`config.mk`:
```
export PLATFORM = sky130hd
export DESIGN_NAME = scale_coord_gen
export DESIGN_NICKNAME = d
export VERILOG_FILES = /design/src/rtl/scale_coord_gen.sv
export SDC_FILE = /design/constraint.sdc
export NUM_CORES = 1
export LEC_CHECK = 0
export CORE_MARGIN = 2
export CORE_UTILIZATION = 51
export DETAILED_ROUTE_END_ITERATION = 10
export DONT_BUFFER_PORTS = 1
export HOLD_SLACK_MARGIN = 0.02
export PLACE_DENSITY_LB_ADDON = 0.3
export RECOVER_POWER = 50
export SLEW_MARGIN = 20
export SYNTH_ARGS = -nofsm -noshare
export SYNTH_HDL_FRONTEND = slang
export SYNTH_SLANG_ARGS = --single-unit
```
`constraint.sdc`:
```
create_clock -name clk -period 6.6 [get_ports clk]
set_input_delay 1.32 -clock clk [delete_from_list [all_inputs] [get_ports clk]]
set_output_delay 1.32 -clock clk [all_outputs]
set_load 0.01 [all_outputs]
```
`src/rtl/scale_coord_gen.sv`:
```
// scale_coord_gen: raster-order destination walker for the scale pixel stage.
// For every destination pixel it computes the fixed-point source position
// (integer sx/sy plus fractional fx/fy) and hands it to the pixel stage over a
// start/ready handshake, then pulses done once the last pixel is accepted.
// Optional build macro SCALE_CLAMP_EN: edge replication so that sx+1 / sy+1
// never leave the source image.
module scale_coord_gen #(
   parameter int DIM_W = 12,
   parameter int FRAC  = 18,
   parameter int FIX_W = 36
) (
   input  logic             clk,
   input  logic             resetn,
   input  logic             cfg_start,
   input  logic [DIM_W-1:0] cfg_dst_w,
   input  logic [DIM_W-1:0] cfg_dst_h,
   input  logic [FIX_W-1:0] cfg_step_x,
   input  logic [FIX_W-1:0] cfg_step_y,
   input  logic [DIM_W-1:0] cfg_src_w,
   input  logic [DIM_W-1:0] cfg_src_h,
   output logic             busy,
   output logic             done,
   input  logic             spg_ready,
   output logic             spg_start,
   output logic [DIM_W-1:0] spg_sx,
   output logic [DIM_W-1:0] spg_sy,
   output logic [FIX_W-1:0] spg_fx,
   output logic [FIX_W-1:0] spg_fy,
   output logic [FRAC-1:0]  spg_dx,
   output logic [FRAC-1:0]  spg_dy
);

   typedef enum logic [1:0] {S_IDLE, S_RUN, S_DONE} state_t;

   state_t           state, state_nxt;
   logic [DIM_W-1:0] dst_w_q, dst_h_q, dst_w_nxt, dst_h_nxt;
   logic [DIM_W-1:0] src_w_q, src_h_q, src_w_nxt, src_h_nxt;
   logic [FIX_W-1:0] step_x_q, step_y_q, step_x_nxt, step_y_nxt;
   logic [FIX_W-1:0] acc_x_q, acc_y_q, acc_x_nxt, acc_y_nxt;
   logic [DIM_W-1:0] dx_q, dy_q, dx_nxt, dy_nxt;
   logic [DIM_W-1:0] sx_d, sy_d;
   logic [FIX_W-1:0] fx_d, fy_d;
   logic             accept;

   // Handshake and status are decoded straight from state so they drop the
   // moment reset is asserted.
   assign spg_start = (state == S_RUN);
   assign busy      = (state != S_IDLE);
   assign done      = (state == S_DONE);
   assign accept    = spg_start && spg_ready;

   // Next-state logic: config latch, raster walk and accumulator stepping.
   always_comb begin
      state_nxt  = state;
      dst_w_nxt  = dst_w_q;
      dst_h_nxt  = dst_h_q;
      src_w_nxt  = src_w_q;
      src_h_nxt  = src_h_q;
      step_x_nxt = step_x_q;
      step_y_nxt = step_y_q;
      acc_x_nxt  = acc_x_q;
      acc_y_nxt  = acc_y_q;
      dx_nxt     = dx_q;
      dy_nxt     = dy_q;
      case (state)
         S_IDLE: begin
            if (cfg_start) begin
               dst_w_nxt  = cfg_dst_w;
               dst_h_nxt  = cfg_dst_h;
               src_w_nxt  = cfg_src_w;
               src_h_nxt  = cfg_src_h;
               step_x_nxt = cfg_step_x;
               step_y_nxt = cfg_step_y;
               acc_x_nxt  = '0;
               acc_y_nxt  = '0;
               dx_nxt     = '0;
               dy_nxt     = '0;
               // Empty frame: no starts, straight to the done pulse.
               if (cfg_dst_w == '0 || cfg_dst_h == '0)
                  state_nxt = S_DONE;
               else
                  state_nxt = S_RUN;
            end
         end
         S_RUN: begin
            if (accept) begin
               if (dx_q != dst_w_q - DIM_W'(1)) begin
                  dx_nxt    = dx_q + DIM_W'(1);
                  acc_x_nxt = acc_x_q + step_x_q;
               end else if (dy_q == dst_h_q - DIM_W'(1)) begin
                  state_nxt = S_DONE;
               end else begin
                  dx_nxt    = '0;
                  acc_x_nxt = '0;
                  dy_nxt    = dy_q + DIM_W'(1);
                  acc_y_nxt = acc_y_q + step_y_q;
               end
            end
         end
         S_DONE:  state_nxt = S_IDLE;
         default: state_nxt = S_IDLE;
      endcase
   end

   // Source position derived from the upcoming accumulator values so the
   // registered outputs line up with the pixel being offered.
   always_comb begin
      sx_d = acc_x_nxt[FRAC+DIM_W-1:FRAC];
      sy_d = acc_y_nxt[FRAC+DIM_W-1:FRAC];
      fx_d = FIX_W'(acc_x_nxt[FRAC-1:0]);
      fy_d = FIX_W'(acc_y_nxt[FRAC-1:0]);
`ifdef SCALE_CLAMP_EN
      // Replicate the last source column/row: park on the final pair with a
      // full weight on the far sample.
      if (sx_d >= src_w_nxt - DIM_W'(1)) begin
         sx_d = src_w_nxt - DIM_W'(2);
         fx_d = FIX_W'(1) << FRAC;
      end
      if (sy_d >= src_h_nxt - DIM_W'(1)) begin
         sy_d = src_h_nxt - DIM_W'(2);
         fy_d = FIX_W'(1) << FRAC;
      end
`endif
   end

`ifndef SCALE_CLAMP_EN
   // Source size only matters for clamping.
   logic unused_src;
   assign unused_src = ^{src_w_q, src_h_q};
`endif

   // State, config, walker and output registers.
   always_ff @(posedge clk or negedge resetn) begin
      if (!resetn) begin
         state    <= S_IDLE;
         dst_w_q  <= '0;
         dst_h_q  <= '0;
         src_w_q  <= '0;
         src_h_q  <= '0;
         step_x_q <= '0;
         step_y_q <= '0;
         acc_x_q  <= '0;
         acc_y_q  <= '0;
         dx_q     <= '0;
         dy_q     <= '0;
         spg_sx   <= '0;
         spg_sy   <= '0;
         spg_fx   <= '0;
         spg_fy   <= '0;
         spg_dx   <= '0;
         spg_dy   <= '0;
      end else begin
         state    <= state_nxt;
         dst_w_q  <= dst_w_nxt;
         dst_h_q  <= dst_h_nxt;
         src_w_q  <= src_w_nxt;
         src_h_q  <= src_h_nxt;
         step_x_q <= step_x_nxt;
         step_y_q <= step_y_nxt;
         acc_x_q  <= acc_x_nxt;
         acc_y_q  <= acc_y_nxt;
         dx_q     <= dx_nxt;
         dy_q     <= dy_nxt;
         spg_sx   <= sx_d;
         spg_sy   <= sy_d;
         spg_fx   <= fx_d;
         spg_fy   <= fy_d;
         spg_dx   <= FRAC'(dx_nxt);
         spg_dy   <= FRAC'(dy_nxt);
      end
   end

endmodule

```
==> results.md, run 1 <==
* Outcome: finished with violations
* Failing checks: max-capacitance violations
* EDFF count, synth at 0
* Vias at 8557
* PwrDens at 374.4 nW/um^2
* Synth async-reset ratio at 1.000
* Count of final hold-check violations at 0
* Clock skew at 0.01759 ns
* Drt first pass iters at 5
* RSZ-0062 raised after global routing: no
* Synthesized area at 10740 sq um
* Worst rel slew slack at 0.005214
* Number of setup buffers added after CTS at 0
* Final Slew Violations at 0
* Final WL at 25.36 mm
* Maxcap violations at 1
* Tightest hold margin at 0.4788 ns
* Post-synth top area cell: dfrtp_1
* Root buffer cell: clkbuf_16
* Placer Congestion at 0.8595
* Achievable Freq at 253.1 MHz
* Diode count at 0
* Die span in x at 149.1 microns
* Yosys warns at 0
* Max VDD drop at 0.2492 mV
* Starting density of the core at 0.5156
* Lkg Pwr at 0.005436 uW
* Core Footprint at 20820 sq um
* Fin Setup TNS at 0 ns
* I/O pin count at 259
* Worst slew pin tran at 1.489 ns
* Initial antenna violation count at 0
* Routed Antenna Nets at 0
* CTS Buf Count at 17
* Post-synthesis sequential area ratio at 0.3963
* Drt initial violations at 542
* Avg WL per Cell at 16.55 microns
* CP endpoint kind: flip-flop
* Final period utilization at 0.5986
* Die Ht at 149.1 microns
* Global-route wire length before repair at 40.94 mm
* Worst Reg-to-Reg Cells at 12
* Final Setup Violations at 0
* CTS H-tree depth at 4
* CP max FO at 55
* Critical path's slowest cell: a2111oi_0
* Vias per Instance at 5.586
* Hold Crit Class: reg -> reg
* Post-CTS Hold Buffers at 0
* Largest net degree at the start of global routing at 171
* CTS tree: yes
* Yosys cell types at 68
* Post-detail-place hpwl at 17.67 mm
* CP Launch Type: flip-flop
* Buffers on Ports at 0
* Synthesized area per cell at 8.446 sq um
* Row count at 53
* Clock Tree Buf Depth at 2
* WP data required at 6.91 ns
* Critical path's most frequent cell: nand3_1
* Critical path type: reg -> reg
* Worst-path clk slew at 0.07 ns
* Final critical-path required period at 3.951 ns
* Gate count after technology mapping at 1271
* Post-synth top area share at 0.3963
* Worst Hold Depth at 2
* Fillcell total at 1926
* Number of global-route vias before repair at 8094
* DR DRC count at 0
* Ranking of synthesized cells by area: dfrtp_1 40%, nand2_1 11%, ha_1 7.2%
* Critical path arrival at 4.27 ns
* Grt ovf at 0
* Layout Nets at 1432
* Critical Path, Cell by Cell: inv_1 -> ha_1 -> nand2b_1 -> nor4_1 -> xnor2_1 -> a2111oi_0 -> nand3_1 -> or4b_2 -> buf_4 -> a2111oi_4 -> nand3_1 -> mux2i_1
* Share of cells above drive strength 1 at 0.03660
* Gr usage total at 0.2303
* Die Footprint at 22230 sq um
* Post-synth top flop: dfrtp_1
* Delay of the slowest critical-path stage at 0.73 ns
* CTS sink count at 170
* Post-CTS sizing at 0
* Area grow syn2layout at 5.746%
* Worst-Skew Late Latency at 0.43 ns
* Synthesis-stage register bit count at 170
[metrics by stage]
| stage | power, uW | std cells | setup slack (ns) | util | instance area [sq um] |
|---|---|---|---|---|---|
| final | 4250 | 1532 | 2.649 | 0.5452 | 11350 |
| after global routing | 4583 | 1532 | 2.304 | 0.5452 | 11350 |
| after CTS | 4269 | 1532 | 2.589 | 0.5453 | 11350 |
| after detailed placement | 3208 | 1500 | 2.611 | 0.5163 | 10750 |
| after global placement | 3156 | 1500 | 2.682 | 0.5163 | 10750 |
| after floorplan | 2881 | 1318 | 3.283 | - | 10910 |
[per-layer routing]
layer  part of all wire  global-route usage  wire (microns)
met5                  0                   0               0
met4              0.018             0.07238             457
met3              0.065             0.06728            1640
met2               0.47              0.3843           11990
met1               0.44              0.2888           11270
[power breakdown]
| group | switching (uW) | total, uW | internal [uW] | leakage (uW) |
|---|---|---|---|---|
| sequential | 335 | 1640 | 1310 | 0.00219 |
| clock | 429 | 1050 | 617 | 0.000287 |
| combinational | 885 | 1560 | 679 | 0.00296 |
| total | 1650 | 4250 | 2600 | 0.00544 |
[cell families (layout without fill, tap and decap cells)]
family	Yosys count	count (layout)	synth area share
mux	5	5	0.004662
other cells	1	48	0.0003493
compound gates	274	274	0.1636
buf+inv	128	67	0.06329
xor+xnor	87	87	0.07098
flops	170	170	0.3963
fa+ha+maj	64	64	0.07599
simple gates	542	542	0.2248
[Yosys cell counts, drive strengths merged (6+ instances only)]
cell type	count
a211oi	6
a21o	29
a21oi	54
a31oi	14
and2	8
and3	11
buf	60
clkbuf	38
dfrtp	170
ha	62
inv	30
nand2	319
nand2b	14
nand3	49
nand4	10
nor2	59
nor2b	11
nor3	18
nor4	14
o211ai	9
o21a	10
o21ai	92
o21bai	6
o31ai	9
or3	11
xnor2	47
xor2	40
[critical path: cells and delay by family (launching register included)]
| kind | cells | cell delay [ns] |
|---|---|---|
| AO/OA/AOI/OAI | 2 | 1.18 |
| XOR/XNOR | 1 | 0.10 |
| adder cells (fa/ha/maj) | 1 | 0.20 |
| buffers and inverters | 2 | 0.39 |
| flip-flops | 1 | 0.42 |
| multiplexers | 1 | 0.14 |
| AND/OR/NAND/NOR | 5 | 1.40 |
[final timing paths]
path,startpoint,slack [ns],end
worst max register to register,dst_w_q[0]$_DFFE_PN0P_,2.65,dy_q[11]$_DFFE_PN0P_
min in group asynchronous,resetn,0.58,dx_q[2]$_DFFE_PN0P_
worst min register to register,step_x_q[9]$_DFFE_PN0P_,0.48,step_x_q[9]$_DFFE_PN0P_
worst min-delay path,step_x_q[9]$_DFFE_PN0P_,0.48,step_x_q[9]$_DFFE_PN0P_
max in group asynchronous,resetn,5.68,async pin
worst max-delay path,dst_w_q[0]$_DFFE_PN0P_,2.65,dy_q[11]$_DFFE_PN0P_
[layout by cell type (no fill, tap or decap), types with 5 or more instances in the layout]
| master | instances |
|---|---|
| a21oi_1 | 54 |
| nand4_1 | 10 |
| nand2_1 | 319 |
| nor4_1 | 13 |
| and3_1 | 11 |
| o21ai_0 | 92 |
| or3_1 | 11 |
| o21bai_1 | 6 |
| nor2b_1 | 11 |
| xnor2_1 | 47 |
| clkbuf_16 | 17 |
| nor3_1 | 17 |
| o21a_1 | 10 |
| a21o_1 | 29 |
| o31ai_1 | 8 |
| inv_1 | 30 |
| conb_1 | 48 |
| buf_4 | 5 |
| o211ai_1 | 9 |
| nand2b_1 | 14 |
| mux2i_1 | 5 |
| and2_1 | 7 |
| a31oi_1 | 14 |
| dfrtp_1 | 170 |
| xor2_1 | 40 |
| a211oi_1 | 6 |
| ha_1 | 62 |
| nor2_1 | 59 |
| nand3_1 | 49 |
[cell type report]
| class | instances | area [sq um] | area share |
|---|---|---|---|
| Clock buffer | 22 | 464.2 | 0.04089 |
| Clock inverter | 10 | 140.1 | 0.01234 |
| Inverter | 30 | 112.6 | 0.009920 |
| Multi-Input combinational cell | 1020 | 6000 | 0.5285 |
| Sequential cell | 170 | 4254 | 0.3747 |
| Tap cell | 275 | 344.1 | 0.03031 |
| Timing Repair Buffer | 5 | 37.54 | 0.003307 |
No activity file was read; power rests on OpenSTA's default activity.
==> run 2, diff against run 1 <==
==> constraint.sdc (replaced) <==
create_clock -name clk -period 3.4 [get_ports clk]
set_input_delay 0.68 -clock clk [delete_from_list [all_inputs] [get_ports clk]]
set_output_delay 0.68 -clock clk [all_outputs]
set_load 0.01 [all_outputs]
==> run 2 against run 1 <==
Net effect:
- first-iteration DRC count decreased by 16%
- sequential share of layout area decreased by 1.4 points
- highest routed layer unchanged
- the flow finishes with violations (negative hold slack)
- wire length increased by 2.7%
- largest cell class unchanged
- critical endpoint is now dy_q[4]$_DFFE_PN0P_
- clock-buffer cell count decreased by 5
- cell area increased by 3.8%
==> results.md, run 2 (synthesis gave the netlist of run 1 again) <==
* Largest net degree at the start of global routing at 171 (unchanged)
* Area grow syn2layout at 9.744% (was 5.746%)
* Outcome: finished with violations (unchanged)
* Most frequent cells in the layout: 318 x nand2_1, 170 x dfrtp_1, 91 x o21ai_0 (was 319 x nand2_1, 170 x dfrtp_1, 92 x o21ai_0)
* Clock skew at 0.01476 ns (was 0.01759 ns)
* Grt ovf at 0 (unchanged)
* Vias at 8870 (was 8557)
* Worst-Skew Late Latency at 0.43 ns (about the same)
* Lkg Pwr at 0.005696 uW (was 0.005436 uW)
* Diode count at 0 (unchanged)
* Delay of the slowest critical-path stage at 0.55 ns (was 0.73 ns)
* I/O pin count at 259 (unchanged)
* CP max FO at 7 (was 55)
* Achievable Freq at 310.7 MHz (was 253.1 MHz)
* Worst slew pin tran at 0.6371 ns (was 1.489 ns)
* Count of final hold-check violations at 170 (was 0)
* WP data required at 3.75 ns (was 6.91 ns)
* Row count at 53 (unchanged)
* Fillcell total at 1856 (was 1926)
* RSZ-0062 raised after global routing: no (unchanged)
* Drt initial violations at 454 (was 542)
* Maxcap violations at 0 (was 1)
* CP Launch Type: flip-flop (unchanged)
* Post-detail-place hpwl at 18.68 mm (was 17.67 mm)
* Die span in x at 149.1 microns (unchanged)
* Share of cells above drive strength 1 at 0.07462 (was 0.03660)
* Core Footprint at 20820 sq um (unchanged)
* Worst-path clk slew at 0.08 ns (was 0.07 ns)
* Failing checks: negative hold slack (was max-capacitance violations)
* Critical path's slowest cell: or4_1 (was a2111oi_0)
* Starting density of the core at 0.5156 (unchanged)
* Critical path type: reg -> reg (unchanged)
* Cell Area, Placed at 11060 sq um (was 10750 sq um)
* Drt first pass iters at 5 (unchanged)
* Final WL at 26.04 mm (was 25.36 mm)
* Number of global-route vias before repair at 8412 (was 8094)
* Final non-filler cell area at 11780 sq um (was 11350 sq um)
* Critical path's most frequent cell: or3_1 (was nand3_1)
* Clock Tree Buf Depth at 2 (unchanged)
* Commonest non-fill, non-tap cell in the layout: nand2_1 (unchanged)
* Global-route wire length before repair at 42.01 mm (was 40.94 mm)
* Routed Antenna Nets at 0 (unchanged)
* Top delay family on crit path: simple AND/OR/NAND/NOR gates (unchanged)
* Tightest hold margin at -0.06576 ns (was 0.4788 ns)
* Non-Filler Instances at 1575 (was 1532)
* Initial antenna violation count at 0 (unchanged)
* CTS sink count at 170 (unchanged)
* Avg WL per Cell at 16.53 microns (was 16.55 microns)
* Buffers on Ports at 0 (unchanged)
* Die Ht at 149.1 microns (unchanged)
* Final critical-path required period at 3.219 ns (was 3.951 ns)
* Critical Path, Cell by Cell: or4_1 -> o31a_1 -> or3_1 -> a21boi_2 -> buf_4 -> o2111ai_2 -> or3b_4 -> and2_1 -> or3_1 -> a21oi_1 (was inv_1 -> ha_1 -> nand2b_1 -> nor4_1 -> xnor2_1 -> a2111oi_0 -> nand3_1 -> or4b_2 -> buf_4 -> a2111oi_4 -> nand3_1 -> mux2i_1)
* CP bufs+invs at 1 (was 2)
* PwrDens at 733.9 nW/um^2 (was 374.4 nW/um^2)
* Hold Crit Class: in -> async (was reg -> reg)
* Final period utilization at 0.9467 (was 0.5986)
* Worst rel slew slack at 0.5753 (was 0.005214)
* Die Footprint at 22230 sq um (unchanged)
* Placer Congestion at 0.9035 (was 0.8595)
* CTS H-tree depth at 4 (unchanged)
* CTS tree: yes (unchanged)
* Root buffer cell: clkbuf_16 (unchanged)
* Final Setup Violations at 0 (unchanged)
* Layout Nets at 1475 (was 1432)
* Gr usage total at 0.2369 (was 0.2303)
* Placed cell count at 1540 (was 1500)
* Final Slew Violations at 0 (unchanged)
* Vias per Instance at 5.632 (was 5.586)
* Worst reg2reg setup slack at 0.18 ns (was 2.65 ns)
* DR DRC count at 0 (unchanged)
* CTS Buf Count at 17 (unchanged)
* Max VDD drop at 0.4567 mV (was 0.2492 mV)
* Critical path arrival at 3.57 ns (was 4.27 ns)
* CP endpoint kind: flip-flop (unchanged)
-- run 2: changes by cell type in the layout (fill, tap and decap cells not counted), moves of 3 or more --
| cell | change |
|---|---|
| clkinv_4 | +3 |
| buf_4 | +42 |
| a2111oi_2 | +3 |
| a2111oi_0 | -3 |
| inv_6 | +4 |
| clkbuf_1 | -3 |
-- run 2: final cells by class --
type	instances	area, sq um	area share
multi-input cells	1020	6036	0.5123
repair buffers	48	372.9	0.03165
well taps	275	344.1	0.02921
inverters	30	112.6	0.009558
clock buffers	17	425.4	0.03611
flip-flops and latches	170	4254	0.3611
clock inverters	15	236.5	0.02007
-- run 2: metrics by stage --
step | hold slack, ns | total power (uW) | worst slack, ns | util | setup TNS (ns)
floorplan | 0.3844 | 5593 | 0.08340 | - | 0
global placement | 0.3875 | 6296 | -0.09464 | 0.5313 | -0.1517
detailed placement | 0.3870 | 6407 | -0.1321 | 0.5313 | -0.9203
CTS | -0.08237 | 8664 | 0.01498 | 0.5635 | 0
global route | -0.09413 | 9295 | 0.003100 | 0.5658 | 0
finish | -0.06576 | 8647 | 0.1813 | 0.5658 | 0
-- run 2: where the power goes --
group,total [uW],switching [uW],internal [uW],leakage [uW]
Combinational,3290,1830,1470,0.00319
Sequential,3150,620,2530,0.00219
Clock,2200,877,1320,0.000319
Total,8650,3320,5320,0.00570
-- run 2: what timing repair did --
item                                    CTS  global route
gates resized for setup                   3             7
endpoints found under the hold margin   170           170
buffers inserted                          0             3
pin swaps                                 0             2
endpoints found under the setup margin   31            54
gates cloned                              0             0
-- run 2: layer usage --
metal | vias up | GRT usage | share of wire | wire length [microns]
li1 | 4342 | - | - | -
met1 | 4240 | 0.2886 | 0.42 | 10910
met2 | 256 | 0.4071 | 0.49 | 12670
met3 | 32 | 0.07064 | 0.076 | 1984
met4 | 0 | 0.06905 | 0.018 | 473
met5 | - | 0 | 0 | 0
-- run 2: worst paths after layout --
path | end | cells past startpoint | start
max | dy_q[4]$_DFFE_PN0P_ | 10 | dst_w_q[3]$_DFFE_PN0P_
min | state[1]$_DFFE_PN0P_ | 0 | resetn
max reg2reg | dy_q[4]$_DFFE_PN0P_ | 10 | dst_w_q[3]$_DFFE_PN0P_
min reg2reg | step_x_q[20]$_DFFE_PN0P_ | 2 | step_x_q[20]$_DFFE_PN0P_
max in group asynchronous | async pin | 0 | resetn
min in group clk | step_y_q[15]$_DFFE_PN0P_ | 2 | cfg_step_y[15]
==> run 3, diff against run 2 <==
--- a/config.mk
+++ b/config.mk
@@ -7,9 +7,10 @@
 export LEC_CHECK = 0
 export CORE_MARGIN = 2
 export CORE_UTILIZATION = 51
+export CTS_BUF_LIST = sky130_fd_sc_hd__clkbuf_4
 export DETAILED_ROUTE_END_ITERATION = 10
 export DONT_BUFFER_PORTS = 1
-export HOLD_SLACK_MARGIN = 0.02
+export HOLD_SLACK_MARGIN = 0.03
 export PLACE_DENSITY_LB_ADDON = 0.3
 export RECOVER_POWER = 50
 export SLEW_MARGIN = 20
==> run 3 against run 2 <==
Net effect:
- the flow still finishes with violations (negative hold slack)
- die area is the same
- power shrank 8.5%
- wire length shrank 1.0%
- cell area shrank 2.4%
- sequential power is essentially flat
- worst setup slack lost 0.0099 ns
- critical path depth is the same
- clock-buffer cell count is the same
- critical path type unchanged
- critical endpoint unchanged
- highest routed layer unchanged
==> results.md, run 3 (synthesis gave the netlist of run 1 again) <==
* Outcome: finished with violations (unchanged)
* Failing checks: negative hold slack (unchanged)
* Max VDD drop at 0.4726 mV (was 0.4567 mV)
* Routed Antenna Nets at 0 (unchanged)
* Row count at 53 (unchanged)
* Fin Setup TNS at 0 ns (unchanged)
* Worst rel slew slack at 0.5731 (was 0.5753)
* Layout Nets at 1477 (was 1475)
* Hold Crit Class: in -> async (unchanged)
* Critical path arrival at 3.75 ns (was 3.57 ns)
* Drt first pass iters at 4 (was 5)
* Largest net degree at the start of global routing at 171 (unchanged)
* Vias per Instance at 5.596 (was 5.632)
* Buffers on Ports at 0 (unchanged)
* Die Ht at 149.1 microns (unchanged)
* CP Launch Type: flip-flop (unchanged)
* Number of global-route vias before repair at 8323 (was 8412)
* Worst r2r src: dst_w_q[3]$_DFFE_PN0P_ (unchanged)
* Root buffer cell: clkbuf_4 (was clkbuf_16)
* Reg2reg end: dy_q[4]$_DFFE_PN0P_ (unchanged)
* Most frequent cells in the layout: 318 x nand2_1, 170 x dfrtp_1, 91 x o21ai_0 (unchanged)
* CTS sink count at 170 (unchanged)
* CP endpoint kind: flip-flop (unchanged)
* Final critical-path required period at 3.229 ns (was 3.219 ns)
* Lkg Pwr at 0.005575 uW (was 0.005696 uW)
* Die Footprint at 22230 sq um (unchanged)
* Avg WL per Cell at 16.33 microns (was 16.53 microns)
* Clock Tree Buf Depth at 2 (unchanged)
* CP max FO at 6 (was 7)
* Final Worst Setup Slack at 0.1714 ns (was 0.1813 ns)
* Final Setup Violations at 0 (unchanged)
* Initial antenna violation count at 1 (was 0)
* Area grow syn2layout at 7.133% (was 9.744%)
* Fillcell total at 1894 (was 1856)
* Worst-path clk slew at 0.17 ns (was 0.08 ns)
* CTS Buf Count at 17 (unchanged)
* Share of cells above drive strength 1 at 0.07604 (was 0.07462)
* I/O pin count at 259 (unchanged)
* Placed cell count at 1540 (unchanged)
* Die span in x at 149.1 microns (unchanged)
* CTS H-tree depth at 4 (unchanged)
* Placer Congestion at 0.9035 (unchanged)
* Final period utilization at 0.9496 (was 0.9467)
* Global-route wire length before repair at 41.60 mm (was 42.01 mm)
* Final Slew Violations at 0 (unchanged)
* Non-Filler Instances at 1578 (was 1575)
* Final WL at 25.78 mm (was 26.04 mm)
* Commonest non-fill, non-tap cell in the layout: nand2_1 (unchanged)
* Gr usage total at 0.2345 (was 0.2369)
* Worst Reg-to-Reg Cells at 10 (unchanged)
* WP data required at 3.92 ns (was 3.75 ns)
* Drt initial violations at 465 (was 454)
* Vias at 8830 (was 8870)
* Worst slew pin tran at 0.6404 ns (was 0.6371 ns)
* Tightest hold margin at -0.2446 ns (was -0.06576 ns)
* Post-detail-place hpwl at 18.68 mm (unchanged)
* Grt ovf at 0 (unchanged)
* Starting density of the core at 0.5156 (unchanged)
* Core Footprint at 20820 sq um (unchanged)
* DR DRC count at 0 (unchanged)
* Worst reg2reg setup slack at 0.17 ns (was 0.18 ns)
* PwrDens at 687.9 nW/um^2 (was 733.9 nW/um^2)
* Achievable Freq at 309.7 MHz (was 310.7 MHz)
* DP Worst Slack at -0.1321 ns (unchanged)
* Worst-Skew Late Latency at 0.59 ns (was 0.43 ns)
* Clock skew at 0.03066 ns (was 0.01476 ns)
* Critical path type: reg -> reg (unchanged)
* Count of final hold-check violations at 170 (unchanged)
* CTS tree: yes (unchanged)
* RSZ-0062 raised after global routing: yes (was no)
* Maxcap violations at 0 (unchanged)
[run 3: cell types whose count changed in the layout (fill, tap and decap cells not counted), sizes merged]
cell,before,now
diode,0,1
buf,48,50
[run 3: worst max path at each step]
| stage | startpoint | endpoint | slack [ns] | depth (start not counted) |
|---|---|---|---|---|
| 2_1_floorplan | dst_w_q[3]$_DFFE_PN0P_ | dy_q[6]$_DFFE_PN0P_ | 0.08 | 11 |
| 3_3_place_gp | dst_w_q[0]$_DFFE_PN0P_ | dy_q[11]$_DFFE_PN0P_ | -0.09 | 12 |
| 3_5_place_dp | dst_w_q[0]$_DFFE_PN0P_ | dy_q[11]$_DFFE_PN0P_ | -0.13 | 12 |
| 4_1_cts | flip-flop | flip-flop | 0.02 | 12 |
| 5_1_grt | flip-flop | flip-flop | -0.01 | 12 |
| 6_report | dst_w_q[3]$_DFFE_PN0P_ | dy_q[4]$_DFFE_PN0P_ | 0.17 | 10 |
[run 3: layer usage]
metal | share of wire | global-route usage | wire length [microns] | vias to the layer above
met1 | 0.43 | 0.2914 | 11120 | 4227
met2 | 0.49 | 0.4016 | 12510 | 219
met4 | 0.018 | 0.06381 | 459 | 0
met3 | 0.065 | 0.06575 | 1688 | 33
li1 | - | - | - | 4351
met5 | 0 | 0 | 0 | -
[run 3: area by class of cell]
class / instances / area, sq um / area share
antenna: 1 / 2.502 / 0.0002176
clock buffer: 17 / 127.6 / 0.01110
clock inverter: 15 / 236.5 / 0.02056
inverter: 30 / 112.6 / 0.009791
multi-input combinational: 1020 / 6036 / 0.5248
sequential: 170 / 4254 / 0.3699
tap: 275 / 344.1 / 0.02992
timing repair buffer: 50 / 387.9 / 0.03373
[run 3: where the power goes]
part	switching [uW]	total [uW]	internal [uW]	leakage (uW)
Clock	786	1460	674	0.000188
Sequential	622	3150	2530	0.00219
Combinational	1830	3300	1480	0.00320
[run 3: repair_timing]
item	4_1_cts	5_1_grt
cloned	0	0
gates resized for setup	3	7
setup buffers	0	5
endpoints found under the hold margin	170	170
endpoints found under the setup margin	30	58
pin swaps	0	1
[run 3: per-stage QoR]
| stage | total power [uW] | cell area, sq um | util | hold WS (ns) |
|---|---|---|---|---|
| global route | 8558 | 11500 | 0.5523 | -0.3079 |
| floorplan | 5593 | 10910 | - | 0.3844 |
| CTS | 7904 | 11440 | 0.5494 | -0.2891 |
| global placement | 6296 | 11060 | 0.5313 | 0.3875 |
| finish | 7912 | 11500 | 0.5523 | -0.2446 |
| detailed placement | 6407 | 11060 | 0.5313 | 0.3870 |
[run 3: worst max-delay path, stage by stage, from the launching register on]
cell	delay [ns]
dfrtp_1	0.41
or4_1	0.55
o31a_1	0.30
or3_1	0.36
a21boi_2	0.17
buf_4	0.13
o2111ai_2	0.11
or3b_4	0.44
and2_1	0.21
or3_1	0.35
a21oi_1	0.14
